### src/rtl/param_memory_pkg.sv
// param_memory_pkg: shared types and constants for the parameterised memory.
//   mem_state_t : init/ready controller state
//   MAX_RD_LAT  : largest supported read latency
package param_memory_pkg;

   typedef enum logic {INIT, READY} mem_state_t;

   localparam int MAX_RD_LAT = 2;

endpackage

### src/rtl/param_memory_rd_pipe.sv
// param_memory_rd_pipe: read-data pipeline for param_memory.
// Stage 0 captures the array word on the accepting edge; stages 1..RD_LAT
// shift it towards the output. Data stages only load behind a valid so the
// output holds the last read word between pulses.
// Ports:
//   clk, rst          : clock, synchronous active-high clear
//   vld_i, data_i     : read accepted this edge, word read from the array
//   vld_o, data_o     : read result pulse and held read data
module param_memory_rd_pipe
   import param_memory_pkg::*;
#(
   parameter int DATA_W = 32,
   parameter int RD_LAT = 1
) (
   input  logic              clk,
   input  logic              rst,
   input  logic              vld_i,
   input  logic [DATA_W-1:0] data_i,
   output logic              vld_o,
   output logic [DATA_W-1:0] data_o
);

   logic [RD_LAT:0]             vld_q;
   logic [RD_LAT:0][DATA_W-1:0] data_q;

   always_ff @(posedge clk) begin
      if (rst) begin
         vld_q  <= '0;
         data_q <= '0;
      end else begin
         vld_q <= {vld_q[RD_LAT-1:0], vld_i};
         if (vld_i) data_q[0] <= data_i;
         for (int i = 1; i <= RD_LAT; i++) begin
            if (vld_q[i-1]) data_q[i] <= data_q[i-1];
         end
      end
   end

   assign vld_o  = vld_q[RD_LAT];
   assign data_o = data_q[RD_LAT];

endmodule

### src/rtl/param_memory.sv
// param_memory: single-port synchronous memory with byte-lane writes,
// selectable read latency (1 or 2), self-clearing init after reset and an
// out-of-range error pulse.
// Ports:
//   clk, rst    : clock, synchronous active-high reset
//   en, wr_en   : request strobe, 1 = write / 0 = read
//   byte_en     : per-byte write enable (ignored on reads)
//   address     : word address
//   data_in     : write data
//   data_out    : read data, held between reads
//   valid_out   : one-cycle pulse per completed read
//   busy        : init sweep in progress, requests ignored
//   err         : one-cycle pulse for a dropped out-of-range request
module param_memory
   import param_memory_pkg::*;
#(
   parameter int DATA_W = 32,
   parameter int DEPTH  = 16,
   parameter int RD_LAT = 1,
   parameter int ADDR_W = $clog2(DEPTH)
) (
   input  logic                clk,
   input  logic                rst,
   input  logic                en,
   input  logic                wr_en,
   input  logic [DATA_W/8-1:0] byte_en,
   input  logic [ADDR_W-1:0]   address,
   input  logic [DATA_W-1:0]   data_in,
   output logic [DATA_W-1:0]   data_out,
   output logic                valid_out,
   output logic                busy,
   output logic                err
);

   localparam int                NB       = DATA_W / 8;
   localparam int                IDX_W    = $clog2(DEPTH);
   localparam logic [ADDR_W:0]   DEPTH_A  = (ADDR_W+1)'(DEPTH);
   localparam logic [IDX_W-1:0]  LAST_IDX = IDX_W'(DEPTH - 1);

   generate
      if ((DATA_W % 8) != 0 || RD_LAT < 1 || RD_LAT > MAX_RD_LAT ||
          DEPTH < 2 || ADDR_W < IDX_W) begin : g_bad_cfg
         $fatal(1, "param_memory: illegal DATA_W/RD_LAT/DEPTH/ADDR_W");
      end
   endgenerate

   mem_state_t        state_q, state_d;
   logic [IDX_W-1:0]  cnt_q, cnt_d;
   logic              err_q;
   logic [DATA_W-1:0] mem_q [DEPTH];

   logic              acc, in_range, wr_acc, rd_acc;
   logic [IDX_W-1:0]  idx;

   // Zero-extend so addresses wider than the array compare correctly.
   assign in_range = {1'b0, address} < DEPTH_A;
   assign idx      = address[IDX_W-1:0];
   assign acc      = en & (state_q == READY);
   assign wr_acc   = acc & in_range & wr_en;
   assign rd_acc   = acc & in_range & ~wr_en;

   // Init sweep: one word cleared per cycle, leave after the last word.
   always_comb begin
      state_d = state_q;
      cnt_d   = cnt_q;
      if (state_q == INIT) begin
         cnt_d = cnt_q + 1'b1;
         if (cnt_q == LAST_IDX) begin
            state_d = READY;
            cnt_d   = '0;
         end
      end
   end

   always_ff @(posedge clk) begin
      if (rst) begin
         state_q <= INIT;
         cnt_q   <= '0;
         err_q   <= 1'b0;
      end else begin
         state_q <= state_d;
         cnt_q   <= cnt_d;
         err_q   <= acc & ~in_range;
      end
   end

   // Storage has no reset; the init sweep provides the cleared contents.
   always_ff @(posedge clk) begin
      if (!rst) begin
         if (state_q == INIT) begin
            mem_q[cnt_q] <= '0;
         end else if (wr_acc) begin
            for (int b = 0; b < NB; b++) begin
               if (byte_en[b]) mem_q[idx][b*8 +: 8] <= data_in[b*8 +: 8];
            end
         end
      end
   end

   // The array word is sampled on the accepting edge, so a write on the
   // very next edge cannot disturb an in-flight read.
   param_memory_rd_pipe #(
      .DATA_W (DATA_W),
      .RD_LAT (RD_LAT)
   ) u_rd_pipe (
      .clk    (clk),
      .rst    (rst),
      .vld_i  (rd_acc),
      .data_i (mem_q[idx]),
      .vld_o  (valid_out),
      .data_o (data_out)
   );

   assign busy = (state_q == INIT);
   assign err  = err_q;

endmodule

### config.mk
export PLATFORM = sky130hd
export DESIGN_NAME = param_memory
export DESIGN_NICKNAME = d
export VERILOG_FILES = /design/src/rtl/param_memory_pkg.sv /design/src/rtl/param_memory_rd_pipe.sv /design/src/rtl/param_memory.sv
export SDC_FILE = /design/constraint.sdc
export NUM_CORES = 1
export LEC_CHECK = 0
export BUFFER_PORTS_ARGS = -buffer_cell sky130_fd_sc_hd__buf_4
export CAP_MARGIN = 20
export CORE_MARGIN = 4
export CORE_UTILIZATION = 30
export DETAILED_ROUTE_END_ITERATION = 8
export PLACE_DENSITY = 0.46
export SLEW_MARGIN = 10
export SYNTH_ARGS = -nofsm -noshare
export SYNTH_HDL_FRONTEND = slang
export SYNTH_SLANG_ARGS = --single-unit
### constraint.sdc
create_clock -name clk -period 4.18 [get_ports clk]
set_input_delay 0.209 -clock clk [delete_from_list [all_inputs] [get_ports clk]]
set_output_delay 0.209 -clock clk [all_outputs]
set_load 0.01 [all_outputs]
==> impl_metrics.ini, run 1 <==
[grt]
overflow = 0
grt_max_degree = 79
antenna_found_initial = 1
grt.total_usage = 0.142
first_global_vias = 11900
grt_pass1_wl_mm = 85.1

[cells_and_area]
syn2layout_area_growth_pct = 16.4
n_fill_cell = 7130
drive_gt1_frac = 0.272
final_nets = 1356
final-instance-count-excl-fill = 2394

[synth]
synth_edf_count = 512
yosys-top-cells-area = edfxtp_1, mux4_2, dfxtp_1, mux2i_1, buf_4
ys_types = 36
synth_nets = 1282
synth_area_um2 = 23100
yosysSeqAreaShare = 0.728
synth_common_cells = edfxtp_1, mux2i_1, mux4_2
synth_area_per_cell_um2 = 18.7
yosysTopAreaCellShare = 0.666
syn_inst = 1237
synth.most_common_cell = edfxtp_1
async_flop_share = 0
synth_top_area_cell = edfxtp_1
synth_ff_type = edfxtp_1
ys_ff_latch = 583
synth_warnings = 0

[timing]
final.min_clock_period_ns = 3.41
worst_hold_slack_ns = 0.115
fin_crit_sh = 0.816
setup_slack_ns = 0.768
rsz0062_at_grt = no
drv_slew = 0
setup_viol = 0
hold_viol = 0
maxSlewHeadroom = 0.251
max_slew.worst_pin.slew_ns = 1.12
setup_tns_ns = 0
fin_worst_skew_ns = 0.0195
fmax_mhz = 293

[cts]
cts_tree = yes
hold_buffers = 0
cts_root_buf = clkbuf_16
clk_pin_slew_worst_paths_ns = 0.06
post-cts-setup-buffer-count = 0
htreeDepth = 3
clk_latency_ns = 0.60
cts_buffer_depth = 3
cts_sinks = 583
cts_made_buffers = 66
post_cts_resized = 0

[critical_path]
reg2reg_setup_slack_ns = 0.77
required_ns = 4.38
arrival_ns = 3.62
cp-end-kind = flop
ff2ff_path_depth = 5
path_max_fanout = 29
startpoint_type = flop
crit_type = reg -> reg

[floorplan]
die-area_um2 = 81400
initial_core_util = 0.303
rows = 101
die_y_um = 285
placeableCoreArea_um2 = 76100
ioPinCount = 79
die_w_um = 285

[drt]
vias = 11400
via_per_inst = 4.74
antenna_left = 0
first_pass_iters = 5
wl_per_cell_um = 24.2
drt_iter0_drc = 864
drc = 0
wl_mm = 57.9

[hold_path]
hold_class = in -> reg
whs_path_depth = 2

[power]
total_power_w = 0.0126
ir_drop_mv = 0.285
p_leak_nw = 9.49
power_density_nw_per_um2 = 468

[place]
placed_cells = 2264
io_buffers = 77
pre_cts_ws_ns = 0.649
gp_congestion = 0.729
place_hpwl_mm = 36.4

[status]
outcome = finished, final reports clean

[run]
cap_violations = 0
==> kinds of logic after synthesis <==
kind of cell | Yosys count | share of synthesized area
xor gates and xnor gates | 1 | 0.000380
adders and majority gates | 1 | 0.000542
buffers and inverters | 115 | 0.0292
muxes | 233 | 0.156
AOI/OAI and AO/OA | 106 | 0.0322
DFF | 583 | 0.728
and+or+nand+nor | 197 | 0.0538
other | 1 | 0.000163
==> critical path, cell delays in order (launching register included) <==
cell     delay [ns]
dfxtp_1        0.59
inv_1          0.22
nor4_4         0.40
buf_12         0.27
mux2_2         0.63
nor3_1         0.90
==> layout by cell type (no fill, tap or decap), drive strengths merged <==
master  synthesis  routed
and4bb          1       1
a22oi          32      32
or3             1       1
conb            1       1
nand2           6       6
nand2b         33      33
a21o            4       4
and2           33      33
nor3b           1       1
diode           0       1
mux4           96      96
buf            72     118
o21ai          33      33
inv             2       2
nor2           40      40
nor4            2       2
mux2            2       2
a32oi          32      32
ha              1       1
clkinv          0      26
nor2b          11      11
bufinv          0       3
a31oi           1       1
edfxtp        512     512
xnor2           1       1
nor3           64      64
a21oi           4       4
nand3           5       5
dfxtp          71      71
mux2i         135     135
clkbuf         41      92
==> through the flow <==
step / utilization / instance area, um2
floorplan: - / 23100
global placement: 0.323 / 24600
detailed placement: 0.324 / 24600
CTS: 0.352 / 26800
global route: 0.353 / 26900
finish: 0.353 / 26900
==> worst paths after layout <==
check,end,startpoint
max,mem_q[11][18],state_q
max reg2reg,mem_q[11][18],state_q
min,u_rd_pipe.vld_q[0],wr_en
min reg2reg,u_rd_pipe.data_q[23],u_rd_pipe.data_q[23]
==> power breakdown <==
group	internal [W]	total, W	switching [W]	leakage, nW
clock network	0.00346	0.00573	0.00228	1.08
registers	0.00631	0.00633	0.0000194	6.00
logic	0.000198	0.000515	0.000317	2.41
==> routing by layer <==
layer  GRT usage  share of wire  wire [um]  up-vias
met3      0.0306          0.041       2380       70
met1       0.208           0.49      28200     6008
met2       0.217           0.46      26400      220
met5           0              0          0        -
met4      0.0312          0.016        946        0
li1            -              -          -     5060
==> cell type report <==
type	count	area (um2)	area share
antenna	1	2.50	0.0000932
clock buffer	91	1960	0.0728
clock inverter	29	215	0.00801
inverter	2	7.51	0.000279
multi-input combinational	539	5680	0.211
sequential	583	16800	0.625
tap	1030	1290	0.0480
timing repair buffer	119	918	0.0342
==> state kept, by name (all words and copies together), names as in the netlist <==
signal and count:
cnt_q 4, mem_q 512, state_q 1, u_rd_pipe.data_o 32
u_rd_pipe.data_q 32, u_rd_pipe.vld_q 2
Power figures use the tool's default switching activity.
==> run 2: changes to the inputs <==
- clock period: 4.18 -> 3.3 ns (I/O delays scaled with it)
==> impl_metrics.ini, run 2 (synthesis results as in run 1) <==
[grt]
met2_usage = 0.217
use_met3 = 0.0330
grt_pass1_wl_mm = 85.5
first_global_vias = 12000
antenna_found_initial = 1
grt_max_degree = 62
overflow = 0
use_met1 = 0.204
grt.busiest_layer = met2
grt.total_usage = 0.142

[place]
io_buffers = 77
pre_cts_ws_ns = 0.103
place_hpwl_mm = 36.9
placed_cells = 2311
gp_congestion = 0.746

[floorplan]
ioPinCount = 79
rows = 101
die_y_um = 285
die-area_um2 = 81400
die_w_um = 285
placeableCoreArea_um2 = 76100
initial_core_util = 0.303

[timing]
fin_worst_skew_ns = 0.0189
drv_slew = 0
rsz0062_at_grt = no
worst_hold_slack_ns = 0.105
setup_tns_ns = 0
hold_viol = 0
final.min_clock_period_ns = 3.15
maxSlewHeadroom = 0.300
setup_viol = 0
fin_crit_sh = 0.956
setup_slack_ns = 0.145
max_slew.worst_pin.slew_ns = 1.05
fmax_mhz = 317

[critical_path]
slowest_stage = nor4_4
arrival_ns = 3.52
reg2reg_setup_slack_ns = 0.15
required_ns = 3.66
path_cells = inv_1 -> nor4_4 -> buf_4 -> mux2i_4 -> nor3_1 -> buf_4
ff2ff_path_depth = 6
worst_r2r_endpoint = mem_q[0][23]
cp-end-kind = flop
path_max_fanout = 16
rr_startpoint = state_q
startpoint_type = flop
crit_type = reg -> reg
critical_path.max_stage_delay_ns = 0.84
crit_top_cell = buf_4

[power]
sequentialPowerShare = 0.521
p_leak_nw = 9.57
p_clk_frac = 0.436
ir_drop_mv = 0.388
p_comb_frac = 0.043
switching_power_w = 0.00326
power_density_nw_per_um2 = 571
p_int_w = 0.0121
sw_frac_of_total = 0.212

[cts]
clk_pin_slew_worst_paths_ns = 0.06
cts_root_buf = clkbuf_16
post-cts-setup-buffer-count = 0
hold_buffers = 0
cts_made_buffers = 60
cts_tree = yes
clk_latency_ns = 0.61
htreeDepth = 2
cts_buffer_depth = 3
cts_sinks = 583
post_cts_resized = 0

[cells_and_area]
final-instance-count-excl-fill = 2425
drive_gt1_frac = 0.286
final_nets = 1391
largest-register = mem_q
utilization = 0.354
n_fill_cell = 7150
layout_commonest_cell = edfxtp_1
syn2layout_area_growth_pct = 16.7
final_cell_mix = edfxtp_1, buf_4, mux2i_1
largest_reg_flops = 512

[hold_path]
holdPathEnd = u_rd_pipe.data_q[20]
hold_class = in -> reg
whs_path_depth = 3
hold_path.startpoint = address[1]

[drt]
wl_per_cell_um = 24.0
wl_mm = 58.2
via_per_inst = 4.75
first_pass_iters = 5
drc = 0
antenna_left = 0
vias = 11500
drt_iter0_drc = 965

[status]
outcome = finished, final reports clean

[run]
cap_violations = 0
==> run 2: changes by cell type in the layout (fill, tap and decap cells not counted), moves of 2 or more <==
cell	before	now
buf_2	12	3
clkinv_1	10	4
bufinv_16	3	5
clkbuf_4	0	2
nor3_2	42	37
clkbuf_1	13	18
buf_4	101	149
clkbuf_16	74	61
clkinv_2	14	12
nor3_1	22	27
clkinvlp_4	0	3
==> run 2: through the flow <==
stage | total power, W | cell area [um2]
4_1_cts | 0.0156 | 26900
3_3_place_gp | 0.00884 | 25000
6_report | 0.0154 | 26900
5_1_grt | 0.0159 | 26900
3_5_place_dp | 0.00885 | 25000
2_1_floorplan | 0.00858 | 23100
==> run 2: final cells by class <==
class / count / area [um2] / area share
inverters: 2 / 7.51 / 0.000279
diodes: 1 / 2.50 / 0.0000929
flip-flops and latches: 583 / 16800 / 0.624
multi-input cells: 539 / 5640 / 0.210
clock inverters: 28 / 285 / 0.0106
repair buffers: 160 / 1260 / 0.0469
clock buffers: 82 / 1640 / 0.0607
well taps: 1030 / 1290 / 0.0479
==> run 2: worst max path at each step <==
stage                  from       endpoint  slack, ns  cells past startpoint
detailed placement  state_q   mem_q[11][3]       0.10                      5
finish              state_q   mem_q[0][23]       0.15                      6
global placement    state_q  mem_q[11][24]       0.10                      5
floorplan           state_q  mem_q[15][24]       0.79                      5
CTS                 state_q   mem_q[15][9]       0.12                      5
global route        state_q   mem_q[0][23]      0.009                      6
==> run 2: routing by layer <==
layer	up-vias	part of all wire
li1	5137	-
met1	6020	0.47
met2	283	0.46
met3	86	0.056
met4	0	0.021
met5	-	0
==> run 2: power by group through the flow <==
stage	combinational, W	clock (W)	sequential (W)
floorplan	0.000423	0	0.00816
global placement	0.000672	0	0.00817
detailed placement	0.000677	0	0.00817
CTS	0.000679	0.00686	0.00801
global route	0.000715	0.00718	0.00801
finish	0.000668	0.00670	0.00801
==> run 2: critical path: cells and delay by family, from the launching register on <==
kind                   cells  cell delay, ns
multiplexers               1            0.81
AND/OR/NAND/NOR            2            1.04
flip-flops                 1            0.33
buffers and inverters      3            0.72
